$ cat src/rtl/input_handshake.sv
// rtl/input_handshake.sv - debounced push-button handshake that captures the switch word on request
// Key path: 2-flop synchronizer, counter debouncer, edge pulses, four-state capture FSM.
module input_handshake #(
   parameter int DEBOUNCE_CYCLES = 50000
) (
   input  logic        clock,
   input  logic        reset,
   input  logic [17:0] switches,
   input  logic        key_n,
   input  logic        read_request,
   output logic [31:0] data_out,
   output logic        data_valid,
   output logic        stall,
   output logic        waiting_led
);

   typedef enum logic [1:0] {
      IDLE         = 2'd0,
      ARMED        = 2'd1,
      CAPTURED     = 2'd2,
      RELEASE_WAIT = 2'd3
   } state_t;

   localparam logic [19:0] CNT_MAX = 20'(DEBOUNCE_CYCLES - 1);

   logic        sync1_q, sync1_d;
   logic        sync2_q, sync2_d;
   logic        key_stable_q, key_stable_d;
   logic        key_prev_q, key_prev_d;
   logic [19:0] cnt_q, cnt_d;
   state_t      state_q, state_d;
   logic [31:0] data_q, data_d;
   logic        press;
   logic        release_pulse;

   always_ff @(posedge clock or posedge reset) begin
      if (reset) begin
         sync1_q      <= 1'b1;
         sync2_q      <= 1'b1;
         key_stable_q <= 1'b1;
         key_prev_q   <= 1'b1;
         cnt_q        <= '0;
         state_q      <= IDLE;
         data_q       <= '0;
      end else begin
         sync1_q      <= sync1_d;
         sync2_q      <= sync2_d;
         key_stable_q <= key_stable_d;
         key_prev_q   <= key_prev_d;
         cnt_q        <= cnt_d;
         state_q      <= state_d;
         data_q       <= data_d;
      end
   end

   // The counter only runs while the synchronized key disagrees with the accepted level.
   always_comb begin
      sync1_d      = key_n;
      sync2_d      = sync1_q;
      key_stable_d = key_stable_q;
      key_prev_d   = key_stable_q;
      cnt_d        = '0;
      if (sync2_q != key_stable_q) begin
         if (cnt_q == CNT_MAX) begin
            key_stable_d = sync2_q;
         end else begin
            cnt_d = cnt_q + 20'd1;
         end
      end
   end

   assign press         = key_prev_q & ~key_stable_q;
   assign release_pulse = ~key_prev_q & key_stable_q;

   always_comb begin
      state_d = state_q;
      data_d  = data_q;
      case (state_q)
         IDLE: begin
            if (read_request) begin
               state_d = key_stable_q ? ARMED : RELEASE_WAIT;
            end
         end
         ARMED: begin
            // A press in the same cycle as a request drop still captures.
            if (press) begin
               data_d  = {14'b0, switches};
               state_d = CAPTURED;
            end else if (!read_request) begin
               state_d = IDLE;
            end
         end
         CAPTURED: begin
            state_d = RELEASE_WAIT;
         end
         RELEASE_WAIT: begin
            if (release_pulse || key_stable_q) begin
               state_d = IDLE;
            end
         end
         default: begin
            state_d = IDLE;
         end
      endcase
   end

   assign data_out    = data_q;
   assign data_valid  = (state_q == CAPTURED);
   assign waiting_led = (state_q == ARMED);
   assign stall       = read_request & (state_q != CAPTURED);

endmodule

$ cat config.mk
export PLATFORM = sky130hd
export DESIGN_NAME = input_handshake
export DESIGN_NICKNAME = d
export VERILOG_FILES = /design/src/rtl/input_handshake.sv
export SDC_FILE = /design/constraint.sdc
export NUM_CORES = 1
export LEC_CHECK = 0
export ABC_AREA = 1
export BUFFER_PORTS_ARGS = -buffer_cell sky130_fd_sc_hd__buf_2
export CAP_MARGIN = 0
export CORE_ASPECT_RATIO = 1.25
export CORE_MARGIN = 3
export CORE_UTILIZATION = 24
export DETAILED_ROUTE_END_ITERATION = 10
export PLACE_DENSITY = 0.55
export REMOVE_ABC_BUFFERS = 1
export SYNTH_ARGS = -nofsm -noshare
export SYNTH_HDL_FRONTEND = slang
export SYNTH_SLANG_ARGS = --single-unit
$ cat constraint.sdc
create_clock -name clock -period 1.5 [get_ports clock]
set_clock_uncertainty 0.15 [all_clocks]
set_input_delay 0.15 -clock clock [delete_from_list [all_inputs] [get_ports clock]]
set_output_delay 0.15 -clock clock [all_outputs]
set_load 0.02 [all_outputs]
; Yosys cells after proc, flatten, opt, wreduce, memory -nomap -nowiden
; Cells that the tools add are included.
[word_totals]
regBits = 44
latch_bits = 0
ramBits = 0
romBits = 0
input_bits = 22
wordCells = 35
memories = 0
[op_classes]
add_sub_neg = 1
multipliers = 0
n_div = 0
n_lt_le_gt_ge = 0
n_eq_ne = 9
shift = 0
n_mux = 8
bitwise = 5
n_reduce_logical = 5
[ops]
columns = op, count
row1 = 20-bit 2-to-1 mux, 2
row2 = 20-bit by 1-bit adder with 20-bit output (second input constant), 1
row3 = 20-bit by 16-bit equality test with 1-bit output (second input constant), 1
row4 = 2-bit 2-to-1 mux, 5
row5 = 2-bit case mux with 4 select lines, 1
row6 = 2-bit != test (second input constant), 3
row7 = 2-bit equality test (second input constant), 2
row8 = 2-bit AND reduction, 2
row9 = 1-bit AND, 3
row10 = 3-bit by 2-bit != test with 1-bit output (second input constant), 1
row11 = 3-bit AND reduction, 1
row12 = 2-bit by 1-bit equality test with 1-bit output (second input constant), 1
row13 = 2-bit logical NOT, 1
row14 = 1-bit inverter, 2
row15 = 1-bit logical OR, 1
row16 = 1-bit != test, 1

; Longest topological paths before layout
[depth]
word_depth = 5
depth_mapped = 9
ltp_nobuf = 9

; Worst setup path after synthesis
; No wires, ideal clock.
[synth_path]
kind = register -> register
start = register key_stable_q, in the netlist key_prev_d
end = register data_q[0], in the netlist data_out[0]
setup_ps = 125
arrival_ps = 1235
t_required_ps = 1225
slack_ps = -10
stages_incl_launch_ff = 5
path_buffers = 1
path_cell_list = dfstp_2 nor2_2 nand2_4 buf_6 mux2_4
[synth_between]
elab_chain_len = 3
[synth_lines]
columns = item, line_no
row1 = "start, declared", 28  ; logic key_stable_q, key_stable_d;
row2 = "start signal, assigned", 48  ; key_stable_q <= key_stable_d;
row3 = 1-bit inverter, 72  ; assign press = key_prev_q & ~key_stable_q;
row4 = 1-bit AND, 72
row5 = 2-bit AND reduction (no source line), -
row6 = "end signal, assigned", 52  ; data_q <= data_d;
row7 = "end, declared", 32  ; logic [31:0] data_q, data_d;
; Every way passes these cells.
; A chain may end at the register's enable or synchronous reset.

; Worst setup path after layout
[layout_path]
start = register cnt_q[0]
end = register cnt_q[15]
[layout_between]
elab_chain_len = 3
word_cells_on_any_way = 4
classes_between = 1 x add/sub / 1 x eq/ne / 2 x mux
[layout_lines]
columns = item, line_no
row1 = "start, declared", 30  ; logic [19:0] cnt_q, cnt_d;
row2 = "start signal, assigned", 50  ; cnt_q <= cnt_d;
row3 = 20-bit by 1-bit adder with 20-bit output or 20-bit by 16-bit equality test with 1-bit output (tied branches), "67, 64"
row4 = 20-bit 2-to-1 mux (*), 64  ; if (cnt_q == CNT_MAX) begin
row5 = 20-bit 2-to-1 mux (*), 63  ; if (sync2_q != key_stable_q) begin
row6 = via cnt_d[15], 30
; Mark *: on every way through the listed nets, which the timed path passes. The rest lies on a longest branch.

==> load_flow_metrics.sql <==
INSERT INTO impl_metrics (metric_group, metric, value, unit) VALUES
('run_status', 'outcome', 'complete, no violations', ''),
('cells_and_area', 'multiInputGateArea', '0.00112', 'mm2'),
('drt', 'route.final.wire_length', '5330', 'um'),
('drt', 'drt_first_iter_violations', '84', ''),
('hold_path', 'hold_path_class', 'input port to asynchronous set/reset pin', ''),
('cts', 'cts-buffers-inserted', '5', ''),
('placed_design', 'buffer_ports.inserted', '42', ''),
('cells_and_area', 'finish.net_count', '354', ''),
('timing', 'setup_tns', '0', 'ns'),
('synth', 'synthSimpleGateAreaFrac', '0.231', ''),
('setup_path', 'cell_type_group_with_the_largest_total_delay_on_the_critical_path', 'simple AND/OR/NAND/NOR gates', ''),
('cells_and_area', 'most-common-layout-cells', '44 x nor2_1, 42 x buf_2, 38 x nand2_1', ''),
('floorplanning', 'chipWidth', '92.1', 'um'),
('setup_path', 'cp_num_buf_inv', '1', ''),
('synth', 'synth_compound_area_frac', '0.0191', ''),
('drt', 'avgViaCountPerCell', '4.05', ''),
('synth', 'synth-main-ff-cell', 'dfrtp_1', ''),
('grt', 'grt_antenna_before_repair', '0', ''),
('timing', 'fmax', '677', 'MHz'),
('drt', 'post_drt_wl_per_cell', '11.8', 'um'),
('synth', 'avgSynthCellArea', '9.38', 'um2'),
('power', 'ir_drop', '0.000610', 'V'),
('synth', 'synth_xor_xnor_area_share', '0.0506', ''),
('job', 'cap_viol_max_count', '0', ''),
('floorplanning', 'core_area', '0.00884', 'mm2'),
('setup_path', 'critical_path.max_stage_delay', '0.36', 'ns'),
('synth', 'yosys.cell_types.count', '26', ''),
('setup_path', 'cell_seen_most_often_among_critical_path_stages', 'nand3_1', ''),
('synth', 'synth_top_family_by_area', 'simple AND/OR/NAND/NOR gates', ''),
('synth', 'post_synth_instance_area', '0.00222', 'mm2'),
('placed_design', 'placed_cells_incl_taps', '412', ''),
('synth', 'syn-instance-count', '237', ''),
('power', 'power_leakage', '1.46', 'nW'),
('floorplanning', 'total_number_of_placement_rows', '38', ''),
('floorplanning', 'initial_cell_density_of_the_core', '0.251', ''),
('cells_and_area', 'most_common_cell_after_layout_fill_and_taps_aside', 'nor2_1', ''),
('timing', 'timing_max_transition_violations_final', '0', ''),
('setup_path', 'r2r_setup_slack', '0.02', 'ns'),
('synth', 'synth_edf_count', '0', ''),
('cts', 'tritoncts_num_sinks', '44', ''),
('cts', 'clkLatencyLatePin', '0.30', 'ns'),
('timing', 'final-hold-violation-count', '0', ''),
('cells_and_area', 'antenna-diode-count', '0', ''),
('synth', 'yosys-mux-area-fraction', '0.106', ''),
('synth', 'yosysWarningCount', '0', ''),
('timing', 'post-route-min-period', '1.48', 'ns'),
('timing', 'setup_viol', '0', ''),
('setup_path', 'cp_data_required_time', '1.55', 'ns'),
('floorplanning', 'die-height', '114', 'um'),
('cells_and_area', 'share_of_layout_cells_above_drive_strength_1', '0.395', ''),
('grt', 'wire_length_of_the_first_global_routing_pass', '8910', 'um'),
('setup_path', 'critical_path_peak_fanout', '5', ''),
('setup_path', 'arrival_time_at_the_worst_endpoint', '1.53', 'ns'),
('drt', 'drt-pass1-iter-count', '4', ''),
('drt', 'drtAntennaViolNets', '0', ''),
('grt', 'maximum_number_of_pins_on_one_net_before_global_route_repair', '24', ''),
('cells_and_area', 'final_cell_count_no_fill', '452', ''),
('setup_path', 'critPathKind', 'register to register', ''),
('cts', 'cts_tree', 'done', ''),
('timing', 'rsz_0062_raised_after_global_routing', 'true', ''),
('setup_path', 'r2r_start', 'cnt_q[0]', ''),
('grt', 'total_routing_usage_gr', '0.105', ''),
('cells_and_area', 'final.fill_count', '887', ''),
('floorplanning', 'io_pins', '57', ''),
('cells_and_area', 'final-seq-area', '0.00111', 'mm2'),
('drt', 'drc', '0', ''),
('setup_path', 'cell_by_cell_trace_of_the_critical_path', 'ha_2, nand2_2, nor2_4, nand3_1, buf_4, nand3_1, nor2_1', ''),
('setup_path', 'setup.worst_path.start_class', 'register', ''),
('grt', 'grt_overflow', '0', ''),
('cts', 'clk_path_buf_depth', '2', ''),
('timing', 'fin_hold_ws', '0.124', 'ns');
worst max path at each step:
stage / from / endpoint / slack, ns / depth (start not counted)
after detailed placement: key_prev_q / data_out[2] / -0.03 / 4
after floorplan: key_prev_d / data_out[10] / 0.02 / 3
final: cnt_q[0] / cnt_q[15] / 0.02 / 7
after global routing: cnt_q[0] / cnt_q[15] / -0.11 / 7
after CTS: cnt_q[0] / cnt_q[18] / -0.02 / 8
after global placement: key_prev_q / data_out[6] / -0.01 / 4
cell families (layout without fill, tap and decap cells):
family / after synthesis / after routing
compound gates: 7 / 7
xor+xnor: 12 / 12
fa+ha+maj: 1 / 1
buf+inv: 36 / 116
flops: 44 / 44
mux: 18 / 18
other cells: 1 / 14
simple gates: 118 / 120
metrics by stage:
| stage | cell area, um2 | setup slack [ns] | utilization | power (mW) |
|---|---|---|---|---|
| 5_1_grt | 3220 | -0.110 | 0.364 | 2.71 |
| 4_1_cts | 3040 | -0.0244 | 0.344 | 2.61 |
| 6_report | 3220 | 0.0219 | 0.364 | 2.59 |
| 3_3_place_gp | 2630 | -0.0133 | 0.297 | 1.48 |
| 3_5_place_dp | 2630 | -0.0263 | 0.297 | 1.48 |
| 2_1_floorplan | 2160 | 0.0160 | - | 1.39 |
final cells by class:
| type | instances | area share |
|---|---|---|
| Tap cell | 120 | 0.0466 |
| Multi-Input combinational cell | 172 | 0.347 |
| Inverter | 21 | 0.0252 |
| Clock inverter | 2 | 0.0186 |
| Clock buffer | 6 | 0.0225 |
| Timing Repair Buffer | 87 | 0.195 |
| Sequential cell | 44 | 0.344 |
worst reg2reg max path: cells and delay by family, from the launching register on:
kind                     cells  cell delay (ns)
adder cells (fa/ha/maj)      1             0.19
AND/OR/NAND/NOR              5             0.48
flip-flops                   1             0.36
buffers and inverters        1             0.18
metal layers:
metal  global-route usage  share of wire  vias up
li1                     -              -      899
met1                0.120           0.38      858
met2                0.197           0.55       59
met3               0.0244          0.056       13
met4               0.0278          0.014        0
met5                    0              0        -
sequential cells by signal (all words and copies together), names as in the netlist:
name	flops
cnt_q	20
data_out	18
key_prev_d	1
key_prev_q	1
state_q	2
sync1_q	1
sync2_q	1
where the power goes:
part           switching (mW)  total [mW]  internal [mW]
Sequential             0.0207        1.24           1.22
Clock                   0.420        1.09          0.666
Combinational           0.147       0.267          0.120
synth_stat cells (2+ instances only):
library cell,n,area [um2]
nor2_1,51,191
mux2_2,9,101
o21ai_0,2,10.0
nand2_1,43,161
dfstp_2,4,105
inv_2,3,11.3
dfrtp_1,40,1000
buf_4,14,105
mux2_4,9,135
a21oi_1,2,10.0
xor2_1,7,61.3
inv_1,18,67.6
nor2_2,4,25.0
nand3_1,15,75.1
o21bai_1,2,15.0
xnor2_1,4,35.0
repair_timing:
| item | 4_1_cts | 5_1_grt |
|---|---|---|
| pin swaps | 2 | 5 |
| resized for setup | 6 | 31 |
| cloned | 2 | 0 |
| hold endpoints to repair | 60 | 0 |
| setup buffers | 2 | 7 |
| hold buffers | 21 | 0 |
| endpoints found under the setup margin | 21 | 41 |
Power figures use the tool's default switching activity.
